==> config.mk <==
export PLATFORM = sky130hd
export DESIGN_NAME = uart_prog_loader
export DESIGN_NICKNAME = d
export VERILOG_FILES = /design/src/rtl/uart_prog_loader.sv
export SDC_FILE = /design/constraint.sdc
export NUM_CORES = 1
export LEC_CHECK = 0
export CAP_MARGIN = 20
export CORE_ASPECT_RATIO = 1.1
export CORE_MARGIN = 2
export CORE_UTILIZATION = 47
export CTS_CLUSTER_SIZE = 25
export DETAILED_ROUTE_END_ITERATION = 12
export GPL_TIMING_DRIVEN = 0
export MAX_ROUTING_LAYER = met4
export PLACE_DENSITY_LB_ADDON = 0.05
export SYNTH_ARGS = -nofsm -noshare
export SYNTH_HDL_FRONTEND = slang
export SYNTH_SLANG_ARGS = --single-unit
==> constraint.sdc <==
create_clock -name clk_i -period 3.15 [get_ports clk_i]
set_input_delay 0.7875 -clock clk_i [delete_from_list [all_inputs] [get_ports clk_i]]
set_output_delay 0.7875 -clock clk_i [all_outputs]
set_load 0.1 [all_outputs]
==> src/rtl/uart_prog_loader.sv <==
// Boot-time program loader: receives 8N1 UART bytes, packs them little-endian into 32-bit
// words, writes each word to consecutive instruction-memory addresses, and releases the
// core reset once the terminator word arrives.
module uart_prog_loader #(
  parameter int unsigned CLK_FREQ     = 10000000,
  parameter int unsigned BAUD         = 115200,
  parameter int unsigned CLKS_PER_BIT = CLK_FREQ / BAUD + 1,
  parameter int unsigned ADDR_WIDTH   = 12,
  parameter int unsigned BASE_ADDR    = 0,
  parameter logic [31:0] EOP_WORD     = 32'h00000FFF
) (
  input  logic                  clk_i,
  input  logic                  rst_ni,
  input  logic                  en_i,
  input  logic                  rx_i,
  output logic                  mem_req_o,
  output logic                  mem_we_o,
  output logic [ADDR_WIDTH-1:0] mem_addr_o,
  output logic [31:0]           mem_wdata_o,
  output logic [3:0]            mem_be_o,
  input  logic                  mem_gnt_i,
  output logic                  busy_o,
  output logic                  done_o,
  output logic                  core_rst_no,
  output logic                  frame_err_o,
  output logic                  overrun_o,
  output logic [ADDR_WIDTH:0]   word_count_o
);

  localparam int unsigned CntW = $clog2(CLKS_PER_BIT + 1);
  localparam logic [CntW-1:0] BitLast  = CntW'(CLKS_PER_BIT - 1);
  localparam logic [CntW-1:0] HalfLast = CntW'(CLKS_PER_BIT / 2 - 1);
  localparam logic [ADDR_WIDTH-1:0] BaseAddr = ADDR_WIDTH'(BASE_ADDR);

  typedef enum logic [1:0] {StIdle, StStart, StData, StStop} state_e;

  logic                  rx_meta_q, rx_sync_q;
  state_e                state_q, state_d;
  logic [CntW-1:0]       cnt_q, cnt_d;
  logic [2:0]            bit_q, bit_d;
  logic [7:0]            shift_q, shift_d;
  logic                  stop_bad_q, stop_bad_d;
  logic [1:0]            idx_q, idx_d;
  logic [23:0]           word_q, word_d;
  logic                  req_q, req_d;
  logic [ADDR_WIDTH-1:0] addr_q, addr_d;
  logic [31:0]           wdata_q, wdata_d;
  logic [ADDR_WIDTH:0]   count_q, count_d;
  logic                  done_q, done_d;
  logic                  eop_pend_q, eop_pend_d;
  logic                  frame_err_q, frame_err_d;
  logic                  overrun_q, overrun_d;
  logic                  byte_valid, frame_err_set;
  logic [31:0]           full_word;

  // Two-flop synchroniser for the asynchronous serial input; idles high.
  always_ff @(posedge clk_i or negedge rst_ni) begin
    if (!rst_ni) begin
      rx_meta_q <= 1'b1;
      rx_sync_q <= 1'b1;
    end else begin
      rx_meta_q <= rx_i;
      rx_sync_q <= rx_meta_q;
    end
  end

  // Receive FSM next state: mid-bit sampling, byte_valid pulses on a good stop bit.
  always_comb begin
    state_d       = state_q;
    cnt_d         = cnt_q;
    bit_d         = bit_q;
    shift_d       = shift_q;
    stop_bad_d    = stop_bad_q;
    byte_valid    = 1'b0;
    frame_err_set = 1'b0;
    case (state_q)
      StIdle: begin
        // Once the terminator is seen (or queued behind a write) the line is ignored.
        if (!rx_sync_q && !done_q && !eop_pend_q) begin
          state_d = StStart;
          cnt_d   = '0;
        end
      end
      StStart: begin
        if (cnt_q == HalfLast) begin
          cnt_d   = '0;
          bit_d   = '0;
          state_d = rx_sync_q ? StIdle : StData;
        end else begin
          cnt_d = cnt_q + 1'b1;
        end
      end
      StData: begin
        if (cnt_q == BitLast) begin
          cnt_d          = '0;
          shift_d[bit_q] = rx_sync_q;
          bit_d          = bit_q + 1'b1;
          if (bit_q == 3'd7) state_d = StStop;
        end else begin
          cnt_d = cnt_q + 1'b1;
        end
      end
      StStop: begin
        if (stop_bad_q) begin
          // Bad stop bit: linger until the line returns to idle.
          if (rx_sync_q) begin
            state_d    = StIdle;
            stop_bad_d = 1'b0;
          end
        end else if (cnt_q == BitLast) begin
          cnt_d = '0;
          if (rx_sync_q) begin
            byte_valid = 1'b1;
            state_d    = StIdle;
          end else begin
            frame_err_set = 1'b1;
            stop_bad_d    = 1'b1;
          end
        end else begin
          cnt_d = cnt_q + 1'b1;
        end
      end
      default: state_d = StIdle;
    endcase
    if (!en_i) begin
      state_d       = StIdle;
      stop_bad_d    = 1'b0;
      byte_valid    = 1'b0;
      frame_err_set = 1'b0;
    end
  end

  // Word assembly, write buffer, grant handling and sticky status flags.
  always_comb begin
    idx_d       = idx_q;
    word_d      = word_q;
    req_d       = req_q;
    addr_d      = addr_q;
    wdata_d     = wdata_q;
    count_d     = count_q;
    done_d      = done_q;
    eop_pend_d  = eop_pend_q;
    frame_err_d = frame_err_q | frame_err_set;
    overrun_d   = overrun_q;
    full_word   = {shift_q, word_q};
    if (req_q && mem_gnt_i) begin
      req_d   = 1'b0;
      addr_d  = addr_q + 1'b1;
      count_d = count_q + 1'b1;
    end
    // Terminator that arrived behind a pending write is released once that write is granted.
    if (eop_pend_q && !req_q) begin
      done_d     = 1'b1;
      eop_pend_d = 1'b0;
    end
    if (byte_valid) begin
      case (idx_q)
        2'd0:    word_d[7:0]   = shift_q;
        2'd1:    word_d[15:8]  = shift_q;
        2'd2:    word_d[23:16] = shift_q;
        default: ;
      endcase
      idx_d = idx_q + 1'b1;
      if (idx_q == 2'd3) begin
        if (full_word == EOP_WORD) begin
          if (req_q) eop_pend_d = 1'b1;
          else       done_d     = 1'b1;
        end else if (req_q) begin
          overrun_d = 1'b1;
        end else begin
          req_d   = 1'b1;
          wdata_d = full_word;
        end
      end
    end
    if (!en_i) idx_d = '0;
  end

  // State registers.
  always_ff @(posedge clk_i or negedge rst_ni) begin
    if (!rst_ni) begin
      state_q     <= StIdle;
      cnt_q       <= '0;
      bit_q       <= '0;
      shift_q     <= '0;
      stop_bad_q  <= 1'b0;
      idx_q       <= '0;
      word_q      <= '0;
      req_q       <= 1'b0;
      addr_q      <= BaseAddr;
      wdata_q     <= '0;
      count_q     <= '0;
      done_q      <= 1'b0;
      eop_pend_q  <= 1'b0;
      frame_err_q <= 1'b0;
      overrun_q   <= 1'b0;
    end else begin
      state_q     <= state_d;
      cnt_q       <= cnt_d;
      bit_q       <= bit_d;
      shift_q     <= shift_d;
      stop_bad_q  <= stop_bad_d;
      idx_q       <= idx_d;
      word_q      <= word_d;
      req_q       <= req_d;
      addr_q      <= addr_d;
      wdata_q     <= wdata_d;
      count_q     <= count_d;
      done_q      <= done_d;
      eop_pend_q  <= eop_pend_d;
      frame_err_q <= frame_err_d;
      overrun_q   <= overrun_d;
    end
  end

  assign mem_req_o    = req_q;
  assign mem_we_o     = req_q;
  assign mem_addr_o   = addr_q;
  assign mem_wdata_o  = wdata_q;
  assign mem_be_o     = {4{req_q}};
  assign busy_o       = (state_q != StIdle) | req_q;
  assign done_o       = done_q;
  assign core_rst_no  = done_q;
  assign frame_err_o  = frame_err_q;
  assign overrun_o    = overrun_q;
  assign word_count_o = count_q;

endmodule

# Yosys cells after proc, flatten, opt, wreduce, memory -nomap -nowiden
# Index checks and enable logic that the tools add are counted.
[classes]
n_addsub = 5
multipliers = 0
n_div = 0
n_lt_le_gt_ge = 2
n_eq_ne = 21
n_shift = 0
mux = 51
bitwise_logic = 4
reduce_logical = 22
[ops]
columns = ["op", "n"]
rows = [
  ["equality test 32 x 12 -> 1 bit (second input constant)", 1],
  ["two-way mux 1 bit", 29],
  ["two-way mux 7 bit", 4],
  ["one-hot mux 7 bit (4 select lines)", 1],
  ["two-way mux 2 bit", 11],
  ["adder 13 x 1 -> 13 bit (second input constant)", 1],
  ["adder 12 x 1 -> 12 bit (second input constant)", 1],
  ["!= test 3 bit (second input constant)", 4],
  ["AND reduction 2 bit", 5],
  ["bitwise mux 8 bit", 1],
  ["equality test 2 bit (second input constant)", 4],
  ["!= test 2 bit (second input constant)", 4],
  ["one-hot mux 2 bit (4 select lines)", 1],
  ["AND reduction 4 bit", 2],
  ["adder 7 x 1 -> 7 bit (second input constant)", 1],
  ["equality test 7 x 6 -> 1 bit (second input constant)", 1],
  ["equality test 7 bit (second input constant)", 1],
  ["two-way mux 3 bit", 2],
  ["one-hot mux 3 bit (2 select lines)", 1],
  ["logical AND 1 bit", 5],
  ["AND reduction 5 bit", 1],
  ["equality test 2 x 1 -> 1 bit (second input constant)", 2],
  ["zero test 1 bit", 4],
  ["zero test 2 bit", 2],
  ["12 further kinds", 16],
]
[totals]
ff_bits = 111
latchBits = 0
ram_bits = 0
mem_bits_ro = 0
in_bits = 5
output_inout_bits = 68
elab_cells = 124
memories = 0

# Logic depth before layout (Yosys ltp)
[depth]
ltp_word = 7
mapped_depth = 7
depth_no_buf = 6

# Worst setup path after synthesis
# Ideal clock, no wire load.
[synth_path]
path_kind = "flip-flop to output port"
from = "reg req_q (netlist: mem_req_o)"
to = "out busy_o"
arrival_time_ns = 2.048
required_time_ns = 2.362
slack_ns = 0.315
stages_incl_launch_ff = 3
path_buffers = 0
path_cell_list = "dfrtp_1 > inv_1 > nand2_1"
[synth_via]
elab_chain_len = 1
[synth_lines]
columns = ["element", "line", "rtl"]
rows = [
  ["start: declaration", "45", "logic req_q, req_d;"],
  ["start signal: assignment", "205", "req_q <= req_d;"],
  ["OR 1 bit", "221", "assign busy_o = (state_q != StIdle) | req_q;"],
  ["end: declaration", "22", "output logic busy_o,"],
]
# No other way between the ends.

# Worst setup path in the final report
[layout_path]
from = "reg req_q (netlist: mem_req_o)"
to = "out mem_be_o[1]"
[layout_rtl]
columns = ["element", "line", "rtl"]
rows = [
  ["end: declaration", "20", "output logic [3:0] mem_be_o,"],
]
# No word-level cell between the ends.

==> run summary <==
The achievable frequency came out at 0.329 GHz. The proportion of power drawn by the clock network came out at a little over two fifths. The total nets after synthesis came out at 394.

The clock skew came out at about 0.0067 ns. The static leakage power came out at between 2 and 3 nW. The leftover overflow at the end of global routing came out at 0. The worst hold path belongs to the class reg -> reg. In this run the number of H-tree levels came out at 3. The die area is 11200 um2. The region available for standard cell placement spans slightly above 10000 um2. For this design, the CTS-stage hold fixing added 0 buffers. The net switching component of the power came out at between 0.5 and 0.6 mW. From synthesis to final layout, the design area changed by 24.6%. The final-stage net count came out at 478. Across all register-to-register paths, the minimum setup slack is about 0.61 ns.

The cell type of the slowest stage on the worst timing path is sky130_fd_sc_hd__clkdlybuf4s50_1. Setup repair after global routing left no endpoint under its margin. The met3 layer wire length in the routed design is around 300 um. Sorting the synthesized cells by area gives the leading types as sky130_fd_sc_hd__dfrtp_1 56%, sky130_fd_sc_hd__mux2_2 15%, sky130_fd_sc_hd__xnor2_1 3.1%.

The pin count of the biggest net entering global routing came out at slightly above 60. For this design, the sink count on the clock tree is around 110. The cell row count came out at 39. The worst setup path is launched from a flop. 73 I/O pins were placed. The power density of the placed cells came out at 441 nW/um2.

Global routing used 18.7% of the available tracks across all layers. The count of endpoints failing setup in the final report came out at 0. The number of instances in the synthesized netlist came out at approximately 380.

For hold timing, the worst endpoint is rx_sync_q$_DFF_PN1_. After detailed routing, no signal wire sits above met4. The first global-routing pass estimated ~16 mm of wire.

The die boundary width is about 100 um. The worst register-to-register path begins at word_q[13]$_DFFE_PN0P_. Clock tree synthesis selected as its root buffer the cell sky130_fd_sc_hd__clkbuf_16. The flip-flop and latch count after synthesis came out at around 110. Per report_power, the combinational group accounts for under 10% of the total. The number of antenna violations at the first check in global routing came out at 0. The via count of the first global-routing pass came out at about 3300. The maximum fanout along the worst path came out at 14.

The total of max-cap violations came out at 0. The count of buffers added on input and output ports is 72. The number of fillers in the final layout came out at around 860.

After layout, the design draws a total of 2.68 mW. The startpoint-to-endpoint class of the critical path is reg -> out. Of all cell types, the one taking the most synthesized area is sky130_fd_sc_hd__dfrtp_1. The fraction of synthesized cell area taken by the top area cell type came out at between 50% and 60%.

The synthesized area per cell is around 13 um2. Clock latency on the worst-skew pair, taken at its later pin, is between 0.3 and 0.4 ns. Counting the buffers created by CTS gives 9. By count the netlist is led by 109 x sky130_fd_sc_hd__dfrtp_1, 66 x sky130_fd_sc_hd__mux2_2, 21 x sky130_fd_sc_hd__nand2_1, 17 x sky130_fd_sc_hd__xnor2_1, 15 x sky130_fd_sc_hd__inv_1. The CTS tree is built. The minimum clock period after layout is 3.04 ns. Summed over all nets, wire length on met2 after detailed routing comes to about 4.7 mm. In this run switching power makes up about 22% of total power. Once the floorplan was initialized, standard cells occupied between 40% and 50% of the core. The cell internal power dissipation came out at approximately 2.1 mW. Data on the critical path arrives at its endpoint at approximately 2.3 ns.

The max-slew headroom at the worst pin is 29.7%. The average routed wire per standard cell came out at ~16 um. The count of final hold-check violations came out at 0.

Data on the critical path is required at its endpoint by 2.36 ns. In this run the most critical hold path is launched from rx_meta_q$_DFF_PN1_. The post-route core utilization came out at between 50% and 60%. The number of distinct library cells after synthesis is 48.

VDD sags by at most roughly 0.27 mV. The period utilization came out at 96.4%. The first routing iteration left a little under 100 violations.

The detailed router put a total of between 4 and 5 mm of wire on met1. After detailed routing, the number of remaining DRC violations is 0. The total wire length came out at 9.65 mm. The synthesis warning total came out at 0. Among all flip-flop cells after synthesis, the most frequent one is sky130_fd_sc_hd__dfrtp_1. Measured in cells, the most critical reg-to-reg path has a length of 5. In the synthesized netlist the async set-or-reset flop fraction comes to 100%. The half-perimeter wire length after detailed placement came out at a little under 7 mm. For the pin with the worst max-slew slack, the measured transition is 1.05 ns. The largest buffer count on any clock path is 2.

The first detailed-routing pass ran for 4 iterations. The mapped netlist covers roughly 5000 um2. The final antenna-violating net count is 0.

Yosys instantiated no cell more often than sky130_fd_sc_hd__dfrtp_1. At the end of routability-driven placement, the weighted congestion stood at approximately 0.8. The count of antenna diodes in the layout came out at 0. The post-CTS clock slew at the launch and capture registers of the worst setup and hold paths came out at 0.07 ns. The layout cell share with drive strength beyond 1 is 21.4%. The per-cell via count in the routed design came out at between 5 and 6. In this run, synthesis inferred 0 flip-flops with an integrated enable.

The sequential area share after synthesis is 57.0%. In this run, flip-flops and latches consume between 50% and 60% of the power. The flow ran to the end, and the final reports show no timing, DRC or antenna violations. The critical path's largest stage delay is 1.12 ns. The number of instances on the worst hold path is 0.

The y dimension of the die is between 100 and 150 um. The number of vias after detailed routing is 3219. Walking the worst path, the cells encountered are buf_4, clkdlybuf4s50_1. STA classifies the critical path endpoint as a primary output. The capture instance of the worst register-to-register path is mem_wdata_o[19]$_DFFE_PN0P_. The count of pins over their slew limit is 0.
[registers in the layout, summed over array words and instances (netlist names), 3 cells and up]
name,cells
bit_q,3
mem_wdata_o,32
mem_addr_o,12
word_count_o,13
word_q,24
shift_q,8
cnt_q,7
[cells by family (layout without fill, tap and decap cells)]
group | count (synthesis) | after routing | synth area share (%)
mux | 67 | 67 | 15.4
buf+inv | 29 | 117 | 3.16
fa+ha+maj | 10 | 10 | 2.57
compound gates | 39 | 39 | 5.93
xor+xnor | 24 | 24 | 4.31
simple gates | 99 | 99 | 11.6
flops | 111 | 111 | 57.0
[layout make-up]
class | instances | area (um2) | share of cell area, %
multi-input cells | 239 | 1940 | 32.0
plain buffers | 14 | 97.6 | 1.61
clock buffers | 10 | 239 | 3.93
well taps | 123 | 154 | 2.53
clock inverters | 5 | 58.8 | 0.968
inverters | 15 | 56.3 | 0.927
repair buffers | 73 | 747 | 12.3
flip-flops and latches | 111 | 2780 | 45.8
[timing repair]
action,CTS,global route
buffers inserted,0,0
setup endpoints to repair,1,1
endpoints found under the hold margin,0,0
gates resized for setup,1,1
[through the flow]
stage,setup TNS (ns),setup slack [ns],std cells,instance area (um2),hold slack [ns]
global placement,-330.38,-3.01,574,5750,0.348
CTS,0,0.0865,590,6070,0.359
global route,0,0.00928,590,6080,0.366
finish,0,0.113,590,6080,0.359
floorplan,0,0.315,379,4880,0.345
detailed placement,0,0.0855,575,5780,0.350
[worst max-delay path, delay by kind of cell, from the launching register on]
kind / cells / cell delay (ns)
DFF: 1 / 0.61
buffers and inverters: 2 / 1.30
[power groups by stage]
stage | clock (mW) | combinational [mW] | sequential [mW]
finish | 1.14 | 0.101 | 1.44
global route | 1.23 | 0.111 | 1.44
CTS | 1.17 | 0.104 | 1.44
detailed placement | 0 | 0.104 | 1.47
global placement | 0 | 0.0984 | 1.47
floorplan | 0 | 0.0109 | 1.51
[worst max path at each step]
stage | start | endpoint | slack [ns]
after detailed placement | en_i | mem_wdata_o[19]$_DFFE_PN0P_ | 0.09
after global placement | rst_ni | cnt_q[3]$_DFFE_PN0P_ | -3.01
after CTS | mem_req_o$_DFF_PN0_ | mem_be_o[2] | 0.09
after floorplan | mem_req_o$_DFF_PN0_ | busy_o | 0.31
final | mem_req_o$_DFF_PN0_ | mem_be_o[1] | 0.11
after global routing | mem_req_o$_DFF_PN0_ | mem_be_o[1] | 0.009
[per-layer routing]
| metal | vias up | GRT usage [%] |
|---|---|---|
| met4 | 0 | 6.40 |
| met3 | 13 | 3.72 |
| met1 | 1616 | 25.3 |
| li1 | 1530 | - |
| met5 | - | - |
| met2 | 60 | 28.3 |
[cells in the final DEF, fill, tap and decap left out, types with 2 or more instances in the layout]
cell,count
sky130_fd_sc_hd__a22oi_1,4
sky130_fd_sc_hd__nand2b_1,2
sky130_fd_sc_hd__nand4_1,11
sky130_fd_sc_hd__nor4_1,8
sky130_fd_sc_hd__xor2_1,7
sky130_fd_sc_hd__buf_6,3
sky130_fd_sc_hd__buf_4,7
sky130_fd_sc_hd__clkbuf_16,9
sky130_fd_sc_hd__and2_1,6
sky130_fd_sc_hd__clkinvlp_4,2
sky130_fd_sc_hd__nor2b_1,3
sky130_fd_sc_hd__dfrtp_1,109
sky130_fd_sc_hd__and3_1,9
sky130_fd_sc_hd__xnor2_1,17
sky130_fd_sc_hd__o21a_1,2
sky130_fd_sc_hd__nand4b_1,2
sky130_fd_sc_hd__nor3_1,4
sky130_fd_sc_hd__nor2_1,11
sky130_fd_sc_hd__clkdlybuf4s50_1,69
sky130_fd_sc_hd__inv_1,15
sky130_fd_sc_hd__nand2_1,21
sky130_fd_sc_hd__a21o_1,2
sky130_fd_sc_hd__ha_1,10
sky130_fd_sc_hd__o22ai_1,4
sky130_fd_sc_hd__mux2_2,66
sky130_fd_sc_hd__o21ai_0,9
sky130_fd_sc_hd__a21oi_1,2
sky130_fd_sc_hd__a22o_1,3
sky130_fd_sc_hd__clkbuf_1,5
sky130_fd_sc_hd__and4_1,2
sky130_fd_sc_hd__nand3_1,12
sky130_fd_sc_hd__a31oi_1,4
sky130_fd_sc_hd__dfstp_2,2
Power figures use the tool's default switching activity.
